## config.mk

```make
export PLATFORM = sky130hd
export DESIGN_NAME = db15_joy_tx_flat
export DESIGN_NICKNAME = d
export VERILOG_FILES = /design/src/rtl/db15_joy_tx_if.sv /design/src/rtl/db15_joy_tx.sv /design/src/flat_wrapper.sv
export SDC_FILE = /design/constraint.sdc
export NUM_CORES = 1
export LEC_CHECK = 0
export ABC_CLOCK_PERIOD_IN_PS = 2000
export BUFFER_PORTS_ARGS = -buffer_cell sky130_fd_sc_hd__buf_2
export CAP_MARGIN = 20
export CORE_MARGIN = 5
export CORE_UTILIZATION = 55
export CTS_CLUSTER_DIAMETER = 60
export DETAILED_ROUTE_END_ITERATION = 12
export PLACE_DENSITY_LB_ADDON = 0.05
export SYNTH_ARGS = -nofsm -noshare
export SYNTH_HDL_FRONTEND = slang
export SYNTH_SLANG_ARGS = --single-unit
```

## constraint.sdc

```tcl
create_clock -name clk -period 2 [get_ports clk]
set_input_delay 0.4 -clock clk [delete_from_list [all_inputs] [get_ports clk]]
set_output_delay 0.4 -clock clk [all_outputs]
set_load 0.02 [all_outputs]
```

## src/rtl/db15_joy_tx_if.sv

```systemverilog
// db15_joy_tx_if: DB15 joystick serial link between the host reader and the adapter
interface db15_joy_tx_if;
  logic joy_clk;
  logic joy_load;
  logic joy_data;
  modport master (output joy_clk, output joy_load, input joy_data);
  modport slave (input joy_clk, input joy_load, output joy_data);
endinterface

```

## src/rtl/db15_joy_tx.sv

```systemverilog
// db15_joy_tx: adapter-side shift chain answering DB15 joystick load/clock from the host
module db15_joy_tx #(
  parameter int SYNC_STAGES = 2,
  parameter int FILTER = 2,
  parameter int PLAYER_BITS = 12
) (
  input  logic                   clk,
  input  logic                   reset_n,
  input  logic [PLAYER_BITS-1:0] joy1_in,
  input  logic [PLAYER_BITS-1:0] joy2_in,
  db15_joy_tx_if.slave           link,
  output logic                   frame_done,
  output logic [4:0]             bit_cnt,
  output logic                   overrun
);
  localparam int N = 2 * PLAYER_BITS;
  localparam int FW = $clog2(FILTER + 1);
  // idle levels: load released (1), shift clock low (0), so release from reset sees no edge
  localparam logic [1:0] RST_LVL = 2'b10;
  logic [1:0] raw, filt;
  logic clk_d, clk_rise, load, armed;
  logic [N-1:0] shreg;
  assign raw = {link.joy_load, link.joy_clk};
  for (genvar g = 0; g < 2; g++) begin : cond
    logic [SYNC_STAGES-1:0] sync;
    logic [FW-1:0] cnt;
    logic lvl;
    // synchronise, then move the filtered level only after FILTER consecutive differing samples
    always_ff @(posedge clk or negedge reset_n)
      if (!reset_n) begin
        sync <= {SYNC_STAGES{RST_LVL[g]}};
        cnt  <= '0;
        lvl  <= RST_LVL[g];
      end else begin
        sync <= {sync[SYNC_STAGES-2:0], raw[g]};
        if (sync[SYNC_STAGES-1] == lvl) cnt <= '0;
        else if (cnt == FW'(FILTER - 1)) begin
          cnt <= '0;
          lvl <= sync[SYNC_STAGES-1];
        end else cnt <= cnt + 1'b1;
      end
    assign filt[g] = lvl;
  end
  assign clk_rise = filt[0] & ~clk_d;
  assign load = ~filt[1];
  // previous filtered shift clock for rising-edge detection
  always_ff @(posedge clk or negedge reset_n)
    if (!reset_n) clk_d <= 1'b0;
    else clk_d <= filt[0];
  // transparent parallel load wins; otherwise shift one bit per host edge once a load has armed the frame
  always_ff @(posedge clk or negedge reset_n)
    if (!reset_n) begin
      shreg      <= '1;
      bit_cnt    <= '0;
      frame_done <= 1'b0;
      overrun    <= 1'b0;
      armed      <= 1'b0;
    end else begin
      frame_done <= 1'b0;
      if (load) begin
        shreg   <= ~{joy2_in, joy1_in};
        bit_cnt <= '0;
        overrun <= 1'b0;
        armed   <= 1'b1;
      end else if (clk_rise && armed) begin
        shreg <= {1'b1, shreg[N-1:1]};
        if (bit_cnt == 5'(N)) overrun <= 1'b1;
        else begin
          bit_cnt    <= bit_cnt + 1'b1;
          frame_done <= (bit_cnt == 5'(N - 1));
        end
      end
    end
  assign link.joy_data = shreg[0];
endmodule

```

## src/flat_wrapper.sv

```systemverilog
// flat-port wrapper written by rule: the top's interface ports become plain ports
module db15_joy_tx_flat 
#(
  parameter int SYNC_STAGES = 2,
  parameter int FILTER = 2,
  parameter int PLAYER_BITS = 12
)
  (clk, reset_n, joy1_in, joy2_in, frame_done, bit_cnt, overrun, link_joy_clk, link_joy_load, link_joy_data);
  db15_joy_tx_if link_i ();
  input  logic clk;
  input  logic reset_n;
  input  logic [PLAYER_BITS-1:0] joy1_in;
  input  logic [PLAYER_BITS-1:0] joy2_in;
  output logic frame_done;
  output logic [4:0] bit_cnt;
  output logic overrun;
  input wire logic [$bits(link_i.joy_clk)-1:0] link_joy_clk;
  input wire logic [$bits(link_i.joy_load)-1:0] link_joy_load;
  output wire logic [$bits(link_i.joy_data)-1:0] link_joy_data;
  assign link_i.joy_clk = link_joy_clk;
  assign link_i.joy_load = link_joy_load;
  assign link_joy_data = link_i.joy_data;
  db15_joy_tx #(.SYNC_STAGES(SYNC_STAGES), .FILTER(FILTER), .PLAYER_BITS(PLAYER_BITS)) u_core (.clk(clk), .reset_n(reset_n), .joy1_in(joy1_in), .joy2_in(joy2_in), .link(link_i), .frame_done(frame_done), .bit_cnt(bit_cnt), .overrun(overrun));
endmodule
```

# ---- Word-level counts from Yosys, hierarchy flattened
# Cells that the tools add are included.
# W data, S select, Z words.
dict set report word_totals {
  output_inout_bits 8
  rom_bits 0
  latchBits 0
  ram_bits 0
  word_cells 49
  reg_bits 43
  memories 0
}
dict set report op_classes {
  n_mux 15
  n_div 0
  n_bitwise 5
  shift 0
  n_mul 0
  n_addsub 3
  n_eq_ne 9
  reduce_logical 5
  n_lt_le_gt_ge 0
}
# cell count
set ops {}
lappend ops {{$mux W24} 2}
lappend ops {{$not A24 Y24} 1}
lappend ops {{$mux W5} 3}
lappend ops {{$eq A5 B5 Y1 const B} 2}
lappend ops {{$mux W2} 4}
lappend ops {{$reduce_and A2 Y1} 4}
lappend ops {{$mux W1} 6}
lappend ops {{$ne A2 B2 Y1 const B} 3}
lappend ops {{$add A5 B1 Y5 const B} 1}
lappend ops {{$add A2 B1 Y2 const B} 2}
lappend ops {{$eq A2 B1 Y1 const B} 2}
lappend ops {{$not A1 Y1} 3}
lappend ops {{$eq A1 B1 Y1} 2}
lappend ops {{$and A1 B1 Y1} 1}
lappend ops {{$logic_and A1 B1 Y1} 1}

# ---- Longest topological paths before layout
# Gate-level depths: netlist (run 1).
dict set report depth {
  depth_word 5
  ltp_mapped 5
}

# ---- Least setup slack after synthesis (run 1)
# No wires, ideal clock.
dict set report synth_timing {
  kind {register to register}
  startpoint {register u_core.bit_cnt[0]}
  endpoint {register u_core.bit_cnt[1]}
  path_slack_ns 0.699
  arrival_time_ns 1.221
  stages_incl_launch_ff 6
  setup_time_ns 0.079
  t_required_ns 1.921
  synth_period_minus_slack_ns 1.301
  path_cell_list {dfrtp_1 > inv_1 > ha_1 > nand4b_1 > and2_1 > mux2i_1}
}
dict set report synth_between {
  elab_chain_cells 4
}
# item line_no
set synth_lines {}
lappend synth_lines {{from (decl)} db15_joy_tx.sv:13} ;# output logic [4:0] bit_cnt,
lappend synth_lines {{from (signal assigned)} db15_joy_tx.sv:69} ;# bit_cnt <= bit_cnt + 1'b1;
lappend synth_lines {{$add A5 B1 Y5} db15_joy_tx.sv:69}
lappend synth_lines {{$mux W5} db15_joy_tx.sv:67} ;# if (bit_cnt == 5'(N)) overrun <= 1'b1;
lappend synth_lines {{$mux W5} db15_joy_tx.sv:65} ;# end else if (clk_rise && armed) begin
lappend synth_lines {{$mux W5} db15_joy_tx.sv:60} ;# if (load) begin
# Several ways; a longest one is shown, not always the timed one. The select of a mux whose other input is x is not followed.
# A chain may end at the register's enable or synchronous reset.

# ---- Worst setup path in the final report (run 1)
dict set report layout_timing {
  startpoint {register u_core.shreg[0]}
  endpoint {output link_joy_data}
}
# item line_no
set layout_lines {}
lappend layout_lines {{from (decl)} db15_joy_tx.sv:22} ;# logic [N-1:0] shreg;
lappend layout_lines {{from (signal assigned)} db15_joy_tx.sv:61} ;# shreg <= ~{joy2_in, joy1_in};
lappend layout_lines {{from (signal assigned)} db15_joy_tx.sv:66} ;# shreg <= {1'b1, shreg[N-1:1]};
lappend layout_lines {{to (decl)} flat_wrapper.sv:19} ;# output wire logic [$bits(link_i.joy_data)-1:0] link_joy_data;
# No word-level cell between the ends.

==> results.sh, run 1 <==
export IMPL_synth_seq_area_share=0.5820
export IMPL_syn2layout_area_growth_pct=14.11
export IMPL_worstPathRequired_ns=1.60
export IMPL_postPlaceCellArea_um2=2126
export IMPL_synth_ff_type="dfstp_2"
export IMPL_ant_nets=0
export IMPL_stdcell_count=226
export IMPL_max_vdd_ir_drop_v=0.0006595
export IMPL_place_hpwl_um=2333
export IMPL_powerDensity_nw_per_um2=1459
export IMPL_diodes=0
export IMPL_p_sw_frac=0.3295
export IMPL_slew_viol_final=0
export IMPL_hold_class="in2async"
export IMPL_path_max_fanout=2
export IMPL_drc_errors=0
export IMPL_n_fill_cell=275
export IMPL_worst_slew_pin_slew_ns=0.5110
export IMPL_cts_buffer_depth=2
export IMPL_pwr_share_comb=0.365
export IMPL_finalHoldWorstSlack_ns=0.1028
export IMPL_outcome="finished clean"
export IMPL_ys_warn_count=0
export IMPL_cts_buffers=5
export IMPL_clock_sinks=43
export IMPL_post_route_period_util=0.7237
export IMPL_syn_cell_area_um2=1907
export IMPL_final_nets=209
export IMPL_max_freq_ghz=0.6909
export IMPL_antenna_found_initial=0
export IMPL_p_leak_nw=1.107
export IMPL_synthesis_nets=170
export IMPL_viasPerCell=5.053
export IMPL_yosysTopAreaCell="dfstp_2"
export IMPL_post_route_min_period_ns=1.447
export IMPL_cp_arrival_ns=1.05
export IMPL_dr_pass1_iters=2
export IMPL_maxSlewHeadroom=0.6593
export IMPL_worst_slack_ns=0.5526
export IMPL_die_area_um2=4744
export IMPL_power_mw=3.176
export IMPL_p_int_mw=2.129
export IMPL_portBuffers=35
export IMPL_start_util=0.5714
export IMPL_critPathLaunchType="register"
export IMPL_pwr_share_seq=0.514
export IMPL_cts_setup_buffers=0
export IMPL_synth_edf_count=0
export IMPL_crit_slowest_cell="dfstp_2"
export IMPL_switchingPower_mw=1.046
export IMPL_place_inst=218
export IMPL_ctsHoldBuffers=0
export IMPL_endpoint_kind="primary output"
export IMPL_vias=1142
export IMPL_rsz0062_at_grt="false"
export IMPL_grt_pass1_vias=1218
export IMPL_setup_viol_count_final=0
export IMPL_first_iter_violations=34
export IMPL_drive_gt1_frac=0.4167
export IMPL_ys_seq_elements=43
export IMPL_core_area_um2=3337
export IMPL_multiInputGateArea_um2=734.5
export IMPL_regArea_um2=1110
export IMPL_cp_cell_sequence="buf_2"
export IMPL_rows=21
export IMPL_synth_top_area_share=0.3720
export IMPL_cts_root_buffer="clkbuf_4"
export IMPL_cp_buffers_inverters=1
export IMPL_grt_pass1_wl_um=5382
export IMPL_async_reset_ff_frac=1.000
export IMPL_cpLargestDelayFamily="flip-flops"
export IMPL_num_io_pins=36
export IMPL_postSynthCellCount=140
export IMPL_wl_per_cell_um=14.02
export IMPL_syn_avg_cell_area_um2=13.62
export IMPL_fin_area_um2=2176
export IMPL_cts_tree="done"
export IMPL_gr_total_overflow=0
export IMPL_max_stage_delay_ns=0.55
export IMPL_tns_ns=0
export IMPL_yosysUniqueCellTypes=27
export IMPL_fin_worst_skew_ns=0.01523
export IMPL_post_cts_resize_count=0
export IMPL_grt_usage=0.1611
export IMPL_pre_cts_ws_ns=0.5653
export IMPL_fp_dieH_um=68.88
export IMPL_hold_viol=0
export IMPL_clk_pin_slew_worst_paths_ns=0.12
export IMPL_cts_htree_levels=2
export IMPL_critPathKind="reg2out"
export IMPL_synth_area_top_cells="dfstp_2 (37%), mux2i_1 (26%), dfrtp_1 (21%)"
export IMPL_utilization=0.6520
export IMPL_grt_max_degree=44
export IMPL_chipWidth_um=68.88
export IMPL_p_clk_frac=0.121
export IMPL_routed_wl_um=3169
export IMPL_clock_latency_ns=0.34
export IMPL_drv_cap=0
export IMPL_place_congestion=0.7145
[layout make-up]
type / instances / area share
multi-input cells: 86 / 0.3375
repair buffers: 40 / 0.09776
clock inverters: 1 / 0.002300
clock buffers: 7 / 0.02070
well taps: 46 / 0.02645
flip-flops and latches: 43 / 0.5101
inverters: 3 / 0.005175
[routing by layer]
metal,track usage,vias to the layer above,part of all wire
li1,-,561,-
met1,0.1769,547,0.41
met2,0.2821,28,0.52
met3,0.06159,6,0.061
met4,0.05839,0,0.014
met5,0,-,0
[kinds of logic (layout without fill, tap and decap cells)]
family,Yosys count,count (layout),synth area share
AO/OA/AOI/OAI,6,6,0.01969
XOR/XNOR,2,2,0.009188
adder cells (fa/ha/maj),2,2,0.01312
buffers and inverters,11,51,0.03280
flip-flops,43,43,0.5820
multiplexers,51,51,0.2690
AND/OR/NAND/NOR,25,25,0.07414
[layout by cell type (no fill, tap or decap), types with 2 or more instances in the layout]
cell / Yosys / final
ha_1: 2 / 2
clkbuf_4: 0 / 5
mux2i_1: 49 / 49
and2_1: 3 / 3
nand4b_1: 2 / 2
inv_1: 3 / 3
dfstp_2: 27 / 27
nand3_1: 2 / 2
dfrtp_1: 16 / 16
xnor2_1: 2 / 2
nand4_1: 2 / 2
buf_4: 2 / 5
nor2_1: 4 / 4
mux2_2: 2 / 2
nand2_1: 4 / 4
clkbuf_1: 0 / 2
nand2b_1: 2 / 2
o21ai_0: 3 / 3
buf_2: 4 / 35
nor2b_1: 2 / 2
[final timing paths]
check	start	endpoint	slack [ns]	cells after the start
min in group clk	link_joy_load	u_core.cond[1].sync[0]$_DFF_PN1_	0.15	1
hold reg to reg	u_core.cond[0].sync[0]$_DFF_PN0_	u_core.cond[0].sync[1]$_DFF_PN0_	0.36	0
setup / recovery	u_core.shreg[0]$_DFFE_PN1P_	link_joy_data	0.55	1
max in group asynchronous	reset_n	u_core.shreg[9]$_DFFE_PN1P_	1.52	2
hold / removal	reset_n	u_core.bit_cnt[3]$_DFFE_PN0P_	0.10	2
setup reg to reg	u_core.clk_d$_DFF_PN0_	u_core.bit_cnt[3]$_DFFE_PN0P_	0.58	4
[sequential cells by signal, indices dropped and copies added, names as in the netlist]
register,flops
u_core.shreg,24
u_core.bit_cnt,5
u_core.cond.cnt,4
u_core.cond.sync,4
u_core.cond.lvl,2
u_core.armed,1
u_core.clk_d,1
u_core.frame_done,1
u_core.overrun,1
[synth_stat cells (3+ instances only)]
cell / count
mux2i_1: 49
dfstp_2: 27
buf_2: 4
o21ai_0: 3
nor2_1: 4
dfrtp_1: 16
inv_1: 3
and2_1: 3
nand2_1: 4
[worst reg2reg max path, cell delays in order, from the launching register on]
cell,delay (ns)
dfrtp_1,0.38
nand3b_1,0.25
buf_4,0.22
or3_1,0.35
a21boi_1,0.16
[power by group through the flow]
stage                     Clock, mW  Sequential, mW  Combinational (mW)
after floorplan                   0            1.56                1.01
after global placement            0            1.63                1.13
after detailed placement          0            1.65                1.18
after CTS                     0.407            1.64                1.18
after global routing          0.453            1.69                1.29
final                         0.385            1.63                1.16
No activity file was read; power rests on OpenSTA's default activity.
==> inputs of run 2 (changes only) <==
- ABC_CLOCK_PERIOD_IN_PS: 2000 -> 1510
- CORE_UTILIZATION: 55 -> 54
- clock period: 2 -> 1.51 ns (I/O delays scaled with it)
==> run 2 against run 1 <==
Effect of this change: first-iteration DRC count rose by 68%; die area rose by 1.6%; final cell count rose by 0.88%; sequential share of layout area fell by 0.67 points; global-route usage fell by 1.6 points; utilization fell by 0.16 points; largest cell class unchanged.
==> results.sh, run 2 (same netlist as run 1, synthesis figures left out) <==
export IMPL_clock_latency_ns=0.33
export IMPL_place_congestion=0.7054
export IMPL_fin_worst_skew_ns=0.01200
export IMPL_cp_buffers_inverters=1
export IMPL_grt_pass1_wl_um=5671
export IMPL_path_max_fanout=5
export IMPL_drv_cap=0
export IMPL_grt_pass1_vias=1256
export IMPL_place_inst=219
export IMPL_die_area_um2=4820
export IMPL_drive_gt1_frac=0.4121
export IMPL_dr_pass1_iters=4
export IMPL_rows=21
export IMPL_layout_commonest_cell="mux2i_1"
export IMPL_p_leak_nw=1.118
export IMPL_n_fill_cell=279
export IMPL_wl_per_cell_um=13.91
export IMPL_worst_slew_pin_slew_ns=0.4825
export IMPL_hold_depth=1
export IMPL_powerDensity_nw_per_um2=1914
export IMPL_vias=1162
export IMPL_cts_buffers=5
export IMPL_met1_usage=0.1748
export IMPL_hold_start="link_joy_load"
export IMPL_stdcell_count=228
export IMPL_grt_max_degree=25
export IMPL_antenna_found_initial=0
export IMPL_cts_buffer_depth=2
export IMPL_worst_slack_ns=0.1904
export IMPL_pre_cts_ws_ns=0.2197
export IMPL_outcome="finished clean"
export IMPL_chipWidth_um=69.43
export IMPL_regToRegSetupSlack_ns=0.19
export IMPL_crit_slowest_cell="dfrtp_1"
export IMPL_fin_area_um2=2205
export IMPL_cts_tree="done"
export IMPL_largest_register="u_core.shreg"
export IMPL_slew_viol_final=0
export IMPL_cp_arrival_ns=1.57
export IMPL_max_freq_ghz=0.7578
export IMPL_first_iter_violations=57
export IMPL_setup_viol_count_final=0
export IMPL_cp_cell_sequence="inv_1, ha_1, nand4b_1, and2_1, o21ai_0"
export IMPL_drc_errors=0
export IMPL_final_cell_mix="mux2i_1 (49), buf_2 (35), dfstp_2 (27), dfrtp_1 (16)"
export IMPL_max_stage_delay_ns=0.44
export IMPL_use_met2=0.2394
export IMPL_critPathKind="reg2reg"
export IMPL_max_vdd_ir_drop_v=0.0008155
export IMPL_min_to="u_core.cond[1].sync[0]$_DFF_PN1_"
export IMPL_cts_setup_buffers=0
export IMPL_num_io_pins=36
export IMPL_final_nets=211
export IMPL_core_area_um2=3390
export IMPL_tns_ns=0
export IMPL_clock_sinks=43
export IMPL_cts_root_buffer="clkbuf_4"
export IMPL_ant_nets=0
export IMPL_finalHoldWorstSlack_ns=0.05850
export IMPL_busiest_layer="met2"
export IMPL_grt_usage=0.1450
export IMPL_clk_pin_slew_worst_paths_ns=0.12
export IMPL_viasPerCell=5.096
export IMPL_post_cts_resize_count=0
export IMPL_place_hpwl_um=2395
export IMPL_reg_top3="u_core.shreg x24, u_core.bit_cnt x5"
export IMPL_cpLargestDelayFamily="flip-flops"
export IMPL_hold_class="in2reg"
export IMPL_fp_dieH_um=69.43
export IMPL_worst_r2r_startpoint="u_core.bit_cnt[0]$_DFFE_PN0P_"
export IMPL_post_route_period_util=0.8739
export IMPL_largest_reg_flops=24
export IMPL_post_route_min_period_ns=1.320
export IMPL_routed_wl_um=3171
export IMPL_postPlaceCellArea_um2=2146
export IMPL_start_util=0.5626
export IMPL_timing_rr_end="u_core.bit_cnt[0]$_DFFE_PN0P_"
export IMPL_crit_start="u_core.bit_cnt[0]$_DFFE_PN0P_"
export IMPL_rsz0062_at_grt="false"
export IMPL_reg2regPathDepth=5
export IMPL_cts_htree_levels=2
export IMPL_diodes=0
export IMPL_endpoint_kind="register"
export IMPL_critPathLaunchType="register"
export IMPL_hold_viol=0
export IMPL_maxSlewHeadroom=0.6784
export IMPL_worstPathRequired_ns=1.76
export IMPL_gr_total_overflow=0
export IMPL_globalRouteMet3Util=0.05072
export IMPL_syn2layout_area_growth_pct=15.62
export IMPL_portBuffers=35
-- run 2: area by class of cell --
cell class	instances	area, µm²	area share
inverters	3	11.26	0.005108
clock buffers	8	48.80	0.02213
flip-flops and latches	43	1110	0.5034
multi-input cells	86	734.5	0.3331
repair buffers	42	242.7	0.1101
well taps	46	57.56	0.02611
-- run 2: worst reg2reg max path, cell delays in order (launching register included) --
cell and delay (ns):
dfrtp_1 0.44, inv_1 0.09, ha_1 0.15, nand4b_1 0.18, and2_1 0.23, o21ai_0 0.16
-- run 2: metal layers --
metal / vias up / share of wire
li1: 571 / -
met1: 562 / 0.44
met2: 27 / 0.50
met3: 2 / 0.060
met4: 0 / 0.0076
met5: - / 0
-- run 2: where the power goes --
group	internal [mW]	leakage [nW]	switching (mW)	total [mW]
registers	1.83	0.489	0.263	2.09
clock network	0.186	0.0265	0.316	0.502
logic	0.829	0.602	0.796	1.62
-- run 2: worst max-delay path by stage --
stage	end	slack (ns)	cells past startpoint
CTS	link_joy_data	0.16	1
floorplan	u_core.bit_cnt[1]$_DFFE_PN0P_	0.21	5
finish	u_core.bit_cnt[0]$_DFFE_PN0P_	0.19	5
global route	u_core.bit_cnt[0]$_DFFE_PN0P_	0.05	5
detailed placement	u_core.bit_cnt[0]$_DFFE_PN0P_	0.22	5
global placement	u_core.bit_cnt[1]$_DFFE_PN0P_	0.32	5
-- run 2: what timing repair did --
action,CTS,global route
hold endpoints to repair,7,0
hold buffers,1,0
endpoints found under the setup margin,0,0
-- run 2: through the flow --
step / power [mW] / utilization
detailed placement: 3.771 / 0.6331
global route: 4.549 / 0.6504
global placement: 3.665 / 0.6331
CTS: 4.288 / 0.6504
finish: 4.221 / 0.6504
floorplan: 3.408 / -
==> inputs of run 3 (changes only) <==
- ABC_AREA: default -> 1
- CORE_UTILIZATION: 54 -> 55
- REMOVE_ABC_BUFFERS: default -> 1
==> run 3 against run 2 <==
Effect of this change: clock-buffer cell count fell by 1; cell area rose by 4.7%; maximum frequency fell by 1.6%; sequential cell count did not move; highest routed layer unchanged; register-to-register slack got worse by 0.02 ns; largest cell class unchanged; clock skew fell by 0.0066 ns; clock power rose by 49%; utilization fell by 1.1 points.
==> results.sh, run 3 <==
export IMPL_path_max_fanout=44
export IMPL_final_cell_mix="nand2_1 (108), buf_2 (35), dfstp_2 (27), o21ai_0 (22), dfrtp_1 (16)"
export IMPL_post_route_period_util=0.8882
export IMPL_grt_pass1_wl_um=6106
export IMPL_worst_r2r_startpoint="u_core.cond[1].lvl$_DFFE_PN1P_"
export IMPL_finalHoldWorstSlack_ns=0.1054
export IMPL_wl_per_cell_um=11.12
export IMPL_diodes=0
export IMPL_place_congestion=0.8098
export IMPL_layout_commonest_cell="nand2_1"
export IMPL_chipWidth_um=70.52
export IMPL_routed_wl_um=3557
export IMPL_fin_worst_skew_ns=0.005374
export IMPL_dr_pass1_iters=4
export IMPL_cts_tree="done"
export IMPL_hold_class="in2reg"
export IMPL_largest_reg_flops=24
export IMPL_worstPathRequired_ns=1.75
export IMPL_drc_errors=0
export IMPL_post_route_min_period_ns=1.341
export IMPL_max_freq_ghz=0.7456
export IMPL_maxSlewHeadroom=0.7759
export IMPL_ys_top_cells_by_count="nand2_1 (108), dfstp_2 (27), o21ai_0 (22)"
export IMPL_clock_sinks=43
export IMPL_synth_edf_count=0
export IMPL_num_io_pins=36
export IMPL_final_nets=301
export IMPL_yosysUniqueCellTypes=23
export IMPL_rows=22
export IMPL_grt_usage=0.1540
export IMPL_synth_top_family_by_area="simple AND/OR/NAND/NOR gates"
export IMPL_synth_xor_area_share=0.008696
export IMPL_critPathLaunchType="register"
export IMPL_synth_simple_gate_area_frac=0.2702
export IMPL_fp_dieH_um=70.52
export IMPL_slew_viol_final=0
export IMPL_hold_start="link_joy_load"
export IMPL_portBuffers=35
export IMPL_powerDensity_nw_per_um2=2057
export IMPL_synth_compound_area_share=0.08199
export IMPL_ant_nets=0
export IMPL_core_area_um2=3606
export IMPL_syn_cell_area_um2=2014
export IMPL_first_iter_violations=119
export IMPL_yosysTopAreaCell="dfstp_2"
export IMPL_synth_ff_type="dfstp_2"
export IMPL_crit_start="u_core.cond[1].lvl$_DFFE_PN1P_"
export IMPL_die_area_um2=4973
export IMPL_cts_setup_buffers=0
export IMPL_async_reset_ff_frac=1.000
export IMPL_ys_warn_count=0
export IMPL_hold_viol=0
export IMPL_rsz0062_at_grt="false"
export IMPL_cts_htree_levels=2
export IMPL_max_vdd_ir_drop_v=0.001023
export IMPL_critPathKind="reg2reg"
export IMPL_worst_slew_pin_slew_ns=0.3361
export IMPL_regToRegSetupSlack_ns=0.17
export IMPL_drive_gt1_frac=0.2868
export IMPL_drv_cap=0
export IMPL_ys_seq_elements=43
export IMPL_synth_area_top_cells="dfstp_2 (35%), nand2_1 (20%), dfrtp_1 (20%)"
export IMPL_cts_buffers=5
export IMPL_outcome="finished clean"
export IMPL_crit_path_end="u_core.shreg[13]$_DFFE_PN1P_"
export IMPL_p_leak_nw=1.154
export IMPL_synth_seq_area_share=0.5509
export IMPL_postSynthCellCount=236
export IMPL_cts_root_buffer="clkbuf_8"
export IMPL_post_cts_resize_count=0
export IMPL_stdcell_count=320
export IMPL_syn2layout_area_growth_pct=14.53
export IMPL_clock_latency_ns=0.29
export IMPL_yosysMostFrequentCell="nand2_1"
export IMPL_cts_buffer_depth=2
export IMPL_reg_top3="u_core.shreg x24, u_core.bit_cnt x5"
export IMPL_endpoint_kind="register"
export IMPL_ctsHoldBuffers=1
export IMPL_place_inst=311
export IMPL_synthMuxAreaShare=0.004969
export IMPL_antenna_found_initial=0
export IMPL_grt_max_degree=45
export IMPL_gr_total_overflow=0
export IMPL_clk_pin_slew_worst_paths_ns=0.08
export IMPL_grt_pass1_vias=1378
export IMPL_viasPerCell=4.850
export IMPL_place_hpwl_um=2403
export IMPL_synthAdderAreaFrac=0.01242
export IMPL_vias=1552
export IMPL_setup_viol_count_final=0
export IMPL_reg2regPathDepth=5
export IMPL_syn_avg_cell_area_um2=8.536
export IMPL_largest_register="u_core.shreg"
export IMPL_start_util=0.5586
export IMPL_cp_arrival_ns=1.58
export IMPL_timing_rr_end="u_core.shreg[13]$_DFFE_PN1P_"
export IMPL_synth_top_area_share=0.3522
[run 3: cell count changes in the layout (fill, tap and decap cells not counted), sizes merged, moves of 3 or more]
| cell | change |
|---|---|
| nand2 | +106 |
| mux2i | -48 |
| o21ai | +27 |
| inv | +10 |
| nand3 | +5 |
| nor2 | +4 |
| a21oi | +3 |
| and2 | -3 |
| buf | -3 |
[run 3: how the worst min path moves through the flow]
stage | to | cells after the start | slack (ns)
6_report | u_core.cond[1].sync[0]$_DFF_PN1_ | 1 | 0.11
5_1_grt | u_core.cond[1].sync[0]$_DFF_PN1_ | 1 | 0.09
4_1_cts | u_core.cond[1].sync[0]$_DFF_PN1_ | 1 | 0.1
2_1_floorplan | u_core.armed$_DFFE_PN0N_ | 0 | 0.006
3_5_place_dp | u_core.bit_cnt[2]$_DFFE_PN0P_ | 2 | 0.29
3_3_place_gp | u_core.bit_cnt[3]$_DFFE_PN0P_ | 2 | 0.30
[run 3: routing by layer]
| layer | share of wire | up-vias | GRT usage | routed length, µm |
|---|---|---|---|---|
| li1 | - | 805 | - | - |
| met1 | 0.48 | 714 | 0.2083 | 1690 |
| met2 | 0.46 | 26 | 0.2380 | 1648 |
| met3 | 0.049 | 7 | 0.04460 | 173 |
| met4 | 0.013 | 0 | 0.05106 | 45 |
| met5 | 0 | - | 0 | 0 |
[run 3: cells by family after synthesis]
group | Yosys count
simple gates | 131
mux | 1
flops | 43
fa+ha+maj | 2
buf+inv | 24
xor+xnor | 2
compound gates | 33
[run 3: power breakdown]
part / internal, mW / switching (mW)
Combinational: 0.693 / 1.17
Sequential: 1.79 / 0.341
Clock: 0.369 / 0.378
Total: 2.86 / 1.89
[run 3: worst max-delay path: stages (launching register included)]
cell and delay (ns):
dfstp_2 0.74, buf_12 0.24, nand2_1 0.08, o21ai_0 0.07, nand2_1 0.07, nand2_1 0.07
[run 3: area by class of cell]
type,instances,area (µm²)
multi-input combinational,169,762.0
inverter,13,51.30
sequential,43,1110
tap,48,60.06
timing repair buffer,39,232.7
clock inverter,1,5.005
clock buffer,7,86.33
fill,324,1299
[run 3: per-stage QoR]
step | setup TNS, ns | util | power (mW) | worst slack [ns] | area [µm²]
final | 0 | 0.6398 | 4.746 | 0.1689 | 2307
after global routing | 0 | 0.6398 | 5.161 | 0.04194 | 2307
after floorplan | -0.2266 | - | 3.464 | -0.03576 | 1923
after global placement | 0 | 0.6117 | 3.987 | 0.2214 | 2206
after CTS | 0 | 0.6398 | 4.809 | 0.1677 | 2307
after detailed placement | 0 | 0.6117 | 4.038 | 0.1917 | 2206
